`src/rtl/byte_align_ctrl.sv`:
```
// rtl/byte_align_ctrl.sv - 128-bit streaming byte realigner with last-beat mask
module byte_align_ctrl #(
    parameter int LEN_W = 12
) (
    input  logic             clk,
    input  logic             rst_n,
    input  logic             cmd_valid,
    output logic             cmd_ready,
    input  logic [3:0]       cmd_offset,
    input  logic [LEN_W-1:0] cmd_len,
    input  logic             in_valid,
    output logic             in_ready,
    input  logic [127:0]     in_data,
    output logic             out_valid,
    input  logic             out_ready,
    output logic [127:0]     out_data,
    output logic [15:0]      out_mask,
    output logic             out_last,
    output logic             busy
);

    // Source beat count can reach 2^(LEN_W-4)+1, hence LEN_W-3 bits.
    localparam int CNT_W = LEN_W - 3;

    typedef enum logic [1:0] {
        IDLE   = 2'd0,
        PRIME  = 2'd1,
        STREAM = 2'd2,
        FLUSH  = 2'd3
    } state_t;

    state_t state, state_nxt;

    logic [3:0]       off;
    logic [CNT_W-1:0] in_cnt;
    logic [CNT_W-1:0] out_cnt;
    logic [15:0]      last_mask;
    logic [127:0]     hold;

    logic [LEN_W:0]   span;
    logic [CNT_W-1:0] n_in_calc;
    logic [CNT_W-1:0] n_out_calc;
    logic [15:0]      mask_calc;

    logic out_free;
    logic cmd_accept;
    logic prime_take;
    logic stream_take;
    logic flush_load;
    logic final_beat;

    function automatic logic [127:0] merge(input logic [127:0] h,
                                           input logic [127:0] c,
                                           input logic [3:0]   o);
        // Concatenate current over held beat and slide down by the offset.
        return 128'({c, h} >> {o, 3'b000});
    endfunction

    assign span       = {1'b0, cmd_len} + {{(LEN_W-3){1'b0}}, cmd_offset};
    assign n_in_calc  = span[LEN_W:4] + {{(CNT_W-1){1'b0}}, |span[3:0]};
    assign n_out_calc = {1'b0, cmd_len[LEN_W-1:4]} + {{(CNT_W-1){1'b0}}, |cmd_len[3:0]};
    assign mask_calc  = (cmd_len[3:0] == 4'd0) ? 16'hFFFF
                                               : ((16'h1 << cmd_len[3:0]) - 16'h1);

    assign out_free   = !out_valid || out_ready;
    assign cmd_ready  = (state == IDLE);
    assign busy       = (state != IDLE) || out_valid;
    assign final_beat = flush_load || (out_cnt == CNT_W'(1));

    always_ff @(posedge clk or negedge rst_n) begin
        if (!rst_n) begin
            state <= IDLE;
        end else begin
            state <= state_nxt;
        end
    end

    always_comb begin
        state_nxt   = state;
        in_ready    = 1'b0;
        cmd_accept  = 1'b0;
        prime_take  = 1'b0;
        stream_take = 1'b0;
        flush_load  = 1'b0;
        case (state)
            IDLE: begin
                if (cmd_valid) begin
                    cmd_accept = 1'b1;
                    if (cmd_len != '0) begin
                        state_nxt = PRIME;
                    end
                end
            end
            PRIME: begin
                in_ready = 1'b1;
                if (in_valid) begin
                    prime_take = 1'b1;
                    state_nxt  = (in_cnt == CNT_W'(1)) ? FLUSH : STREAM;
                end
            end
            STREAM: begin
                in_ready = out_free;
                if (in_valid && out_free) begin
                    stream_take = 1'b1;
                    if (in_cnt == CNT_W'(1)) begin
                        // N_IN == N_OUT leaves one output beat to build from the tail of H.
                        state_nxt = (out_cnt != CNT_W'(1)) ? FLUSH : IDLE;
                    end
                end
            end
            FLUSH: begin
                if (out_free) begin
                    flush_load = 1'b1;
                    state_nxt  = IDLE;
                end
            end
            default: state_nxt = IDLE;
        endcase
    end

    always_ff @(posedge clk or negedge rst_n) begin
        if (!rst_n) begin
            off       <= 4'd0;
            in_cnt    <= '0;
            out_cnt   <= '0;
            last_mask <= 16'h0000;
            hold      <= 128'd0;
            out_valid <= 1'b0;
            out_data  <= 128'd0;
            out_mask  <= 16'h0000;
            out_last  <= 1'b0;
        end else begin
            if (cmd_accept) begin
                off       <= cmd_offset;
                in_cnt    <= n_in_calc;
                out_cnt   <= n_out_calc;
                last_mask <= mask_calc;
            end

            if (prime_take) begin
                hold   <= in_data;
                in_cnt <= in_cnt - CNT_W'(1);
            end

            if (stream_take) begin
                hold    <= in_data;
                in_cnt  <= in_cnt - CNT_W'(1);
                out_cnt <= out_cnt - CNT_W'(1);
            end

            if (flush_load) begin
                out_cnt <= out_cnt - CNT_W'(1);
            end

            if (stream_take || flush_load) begin
                out_valid <= 1'b1;
                out_data  <= merge(hold, stream_take ? in_data : 128'd0, off);
                out_mask  <= final_beat ? last_mask : 16'hFFFF;
                out_last  <= final_beat;
            end else if (out_ready) begin
                out_valid <= 1'b0;
            end
        end
    end

endmodule
```
`config.mk`:
```
export PLATFORM = sky130hd
export DESIGN_NAME = byte_align_ctrl
export DESIGN_NICKNAME = d
export VERILOG_FILES = /design/src/rtl/byte_align_ctrl.sv
export SDC_FILE = /design/constraint.sdc
export NUM_CORES = 1
export LEC_CHECK = 0
export CAP_MARGIN = 20
export CORE_UTILIZATION = 58
export CTS_CLUSTER_DIAMETER = 150
export DETAILED_ROUTE_END_ITERATION = 8
export GPL_ROUTABILITY_DRIVEN = 1
export PLACE_DENSITY = 0.84
export REMOVE_ABC_BUFFERS = 1
export SLEW_MARGIN = 20
export SYNTH_ARGS = -nofsm -noshare
export SYNTH_HDL_FRONTEND = slang
export SYNTH_SLANG_ARGS = --single-unit
export TNS_END_PERCENT = 20
```
`constraint.sdc`:
```
create_clock -name clk -period 6.3 [get_ports clk]
set_input_delay 1.26 -clock clk [delete_from_list [all_inputs] [get_ports clk]]
set_output_delay 1.26 -clock clk [all_outputs]
set_load 0.02 [all_outputs]
```
==> flow_metrics.env <==
export IMPL_fin_util=0.703
export IMPL_crit_arrival_ns=3.08
export IMPL_drive_gt1_frac=0.100
export IMPL_skew_ns=0.0136
export IMPL_cts_hold_buf=0
export IMPL_clockBufferDepth=3
export IMPL_first_pass_iters=6
export IMPL_synth_area_per_cell_um2=8.69
export IMPL_routed_wl_um=70600
export IMPL_route_detailed_drc=0
export IMPL_fin_crit_sh=0.689
export IMPL_clk_pin_slew_ns=0.06
export IMPL_critPathLaunchType="input port"
export IMPL_finalCriticalPeriod_ns=4.34
export IMPL_htree_levels=2
export IMPL_seqCellArea_mm2=0.00787
export IMPL_drtAntennaViolNets=0
export IMPL_nFillCells=2904
export IMPL_place_congestion=0.978
export IMPL_num_vias=20500
export IMPL_synth_edf_count=0
export IMPL_row_count=70
export IMPL_cts_resized=0
export IMPL_drv_cap=0
export IMPL_synth_main_ff_cell="dfrtp_1"
export IMPL_grtUsageTotal=0.371
export IMPL_power_density_mw_per_mm2=592
export IMPL_final_hold_violation_count=0
export IMPL_syn_inst=2494
export IMPL_hold_class="reg -> reg"
export IMPL_clockRootBuffer="clkbuf_16"
export IMPL_ys_seq_area_frac=0.363
export IMPL_setup_ws_ns=1.96
export IMPL_postCtsSetupBuffers=0
export IMPL_ys_ff_latch=314
export IMPL_synth_top_area_share=0.363
export IMPL_final_nets=2811
export IMPL_synth_cell_types=67
export IMPL_place_hpwl_um=48200
export IMPL_layout_common_cells="661 x nand2_1, 310 x dfrtp_1, 296 x clkdlybuf4s50_1"
export IMPL_hold_ws_ns=0.471
export IMPL_rsz0062_at_grt="no"
export IMPL_synth_top_cell_by_area="dfrtp_1"
export IMPL_critPathCaptureType="output port"
export IMPL_finalPower_mw=15.3
export IMPL_tightest_slew_ns=1.16
export IMPL_crit_type="in -> out"
export IMPL_tns_ns=0
export IMPL_max_freq_mhz=230
export IMPL_drt_first_iter_violations=2279
export IMPL_finalMaxSlewViolations=0
export IMPL_die_h_um=195
export IMPL_vias_per_cell=6.53
export IMPL_clkSinkCount=314
export IMPL_insertion_delay_ns=0.56
export IMPL_async_flop_share=1.00
export IMPL_peakVddDrop_mv=0.392
export IMPL_worstPathMaxFanout=10
export IMPL_pin_count=298
export IMPL_core_mm2=0.0367
export IMPL_grt_max_degree=119
export IMPL_syn2layout_area_growth_pct=19.0
export IMPL_gr_total_overflow=0
export IMPL_grt_first_pass_wirelength_um=112000
export IMPL_die_area_mm2=0.0381
export IMPL_required_ns=5.04
export IMPL_initial_utilization=0.590
export IMPL_synth_area_leaders="dfrtp_1 36%, nand2_1 11%, mux2i_1 8.9%"
export IMPL_setup_viol=0
export IMPL_cts_buffers=37
export IMPL_ys_warn_count=0
export IMPL_die_width_um=195
export IMPL_grt_pass1_vias=19700
export IMPL_cts_tree="built"
export IMPL_status="complete, no violations"
export IMPL_max_slew_margin_rel=0.229
export IMPL_dp_slack_ns=1.56
export IMPL_final_common_cell="nand2_1"
export IMPL_multiInputGateArea_mm2=0.0127
export IMPL_port_buffers=297
export IMPL_antenna_found_initial=2
export IMPL_synthesis_area_mm2=0.0217
export IMPL_leakagePower_nw=11.2
export IMPL_drt_wirelength_per_cell_um=22.5
cell usage after synthesis, drive strengths merged (8+ instances only):
cell,n
a211o,8
a211oi,52
a21o,15
a21oi,116
a221o,10
a22o,9
a22oi,10
a2bb2oi,9
a31oi,17
a41oi,16
and2,30
and3,14
buf,104
clkbuf,113
dfrtp,314
ha,17
inv,16
mux2,76
mux2i,193
mux4,72
nand2,663
nand2b,8
nand3,28
nor2,151
nor2b,28
nor3,27
nor4,13
o211ai,28
o21a,31
o21ai,179
o221ai,14
o22a,19
o22ai,9
o31ai,11
xor2,8
report_power, final:
group / leakage [nW] / internal [mW] / switching (mW)
registers: 3.87 / 2.97 / 1.01
logic: 6.69 / 3.82 / 5.23
clock network: 0.620 / 1.34 / 0.900
total: 11.2 / 8.13 / 7.15
metal layers:
metal / routed length (µm) / track usage / vias to the layer above
met1: 28400 / 0.509 / 9890
li1: - / - / 9212
met4: 2980 / 0.152 / 2
met2: 32400 / 0.574 / 1203
met5: 13 / 0 / -
met3: 6800 / 0.0779 / 205
metrics by stage:
stage / std cells / cell area [µm²]
after floorplan: 2277 / 20600
after global placement: 3073 / 24500
after detailed placement: 3073 / 24500
after CTS: 3139 / 25800
after global routing: 3139 / 25800
final: 3140 / 25800
cell type report:
| cell class | count | area share |
|---|---|---|
| clock buffers | 53 | 0.0441 |
| diodes | 1 | 0.0000970 |
| well taps | 468 | 0.0227 |
| inverters | 17 | 0.00267 |
| flip-flops and latches | 314 | 0.305 |
| clock inverters | 13 | 0.00500 |
| multi-input cells | 1946 | 0.494 |
| repair buffers | 328 | 0.126 |
worst max-delay path: stages:
cell and delay [ns]:
clkdlybuf4s50_1 0.45, nand2b_2 0.33, a21o_1 0.28, and2_1 0.15, clkdlybuf4s50_1 0.60
worst paths after layout:
path | start | end | slack (ns) | depth (start not counted)
worst max-delay path | out_ready | in_ready | 1.96 | 5
worst min-delay path | last_mask[0]$_DFFE_PN0P_ | last_mask[0]$_DFFE_PN0P_ | 0.47 | 1
worst max register to register | state[0]$_DFFE_PN0P_ | out_data[18]$_DFFE_PN0P_ | 2.66 | 9
worst min register to register | last_mask[0]$_DFFE_PN0P_ | last_mask[0]$_DFFE_PN0P_ | 0.47 | 1
max in group asynchronous | rst_n | off[0]$_DFFE_PN0P_ | 4.27 | 2
min in group asynchronous | rst_n | hold[34]$_DFFE_PN0P_ | 0.72 | 1
cells by family after synthesis:
family,count (synthesis),share of synthesized area
XOR/XNOR,15,0.00606
multiplexers,341,0.204
flip-flops,314,0.363
AO/OA/AOI/OAI,590,0.178
buffers and inverters,234,0.0509
adder cells (fa/ha/maj),18,0.0107
AND/OR/NAND/NOR,982,0.188
flip-flops by register name (all words and copies together) (netlist names):
| register | flops |
|---|---|
| hold | 128 |
| in_cnt | 9 |
| last_mask | 16 |
| off | 4 |
| out_cnt | 9 |
| out_data | 128 |
| out_last | 1 |
| out_mask | 16 |
| out_valid | 1 |
| state | 2 |
Power figures use the tool's default switching activity.
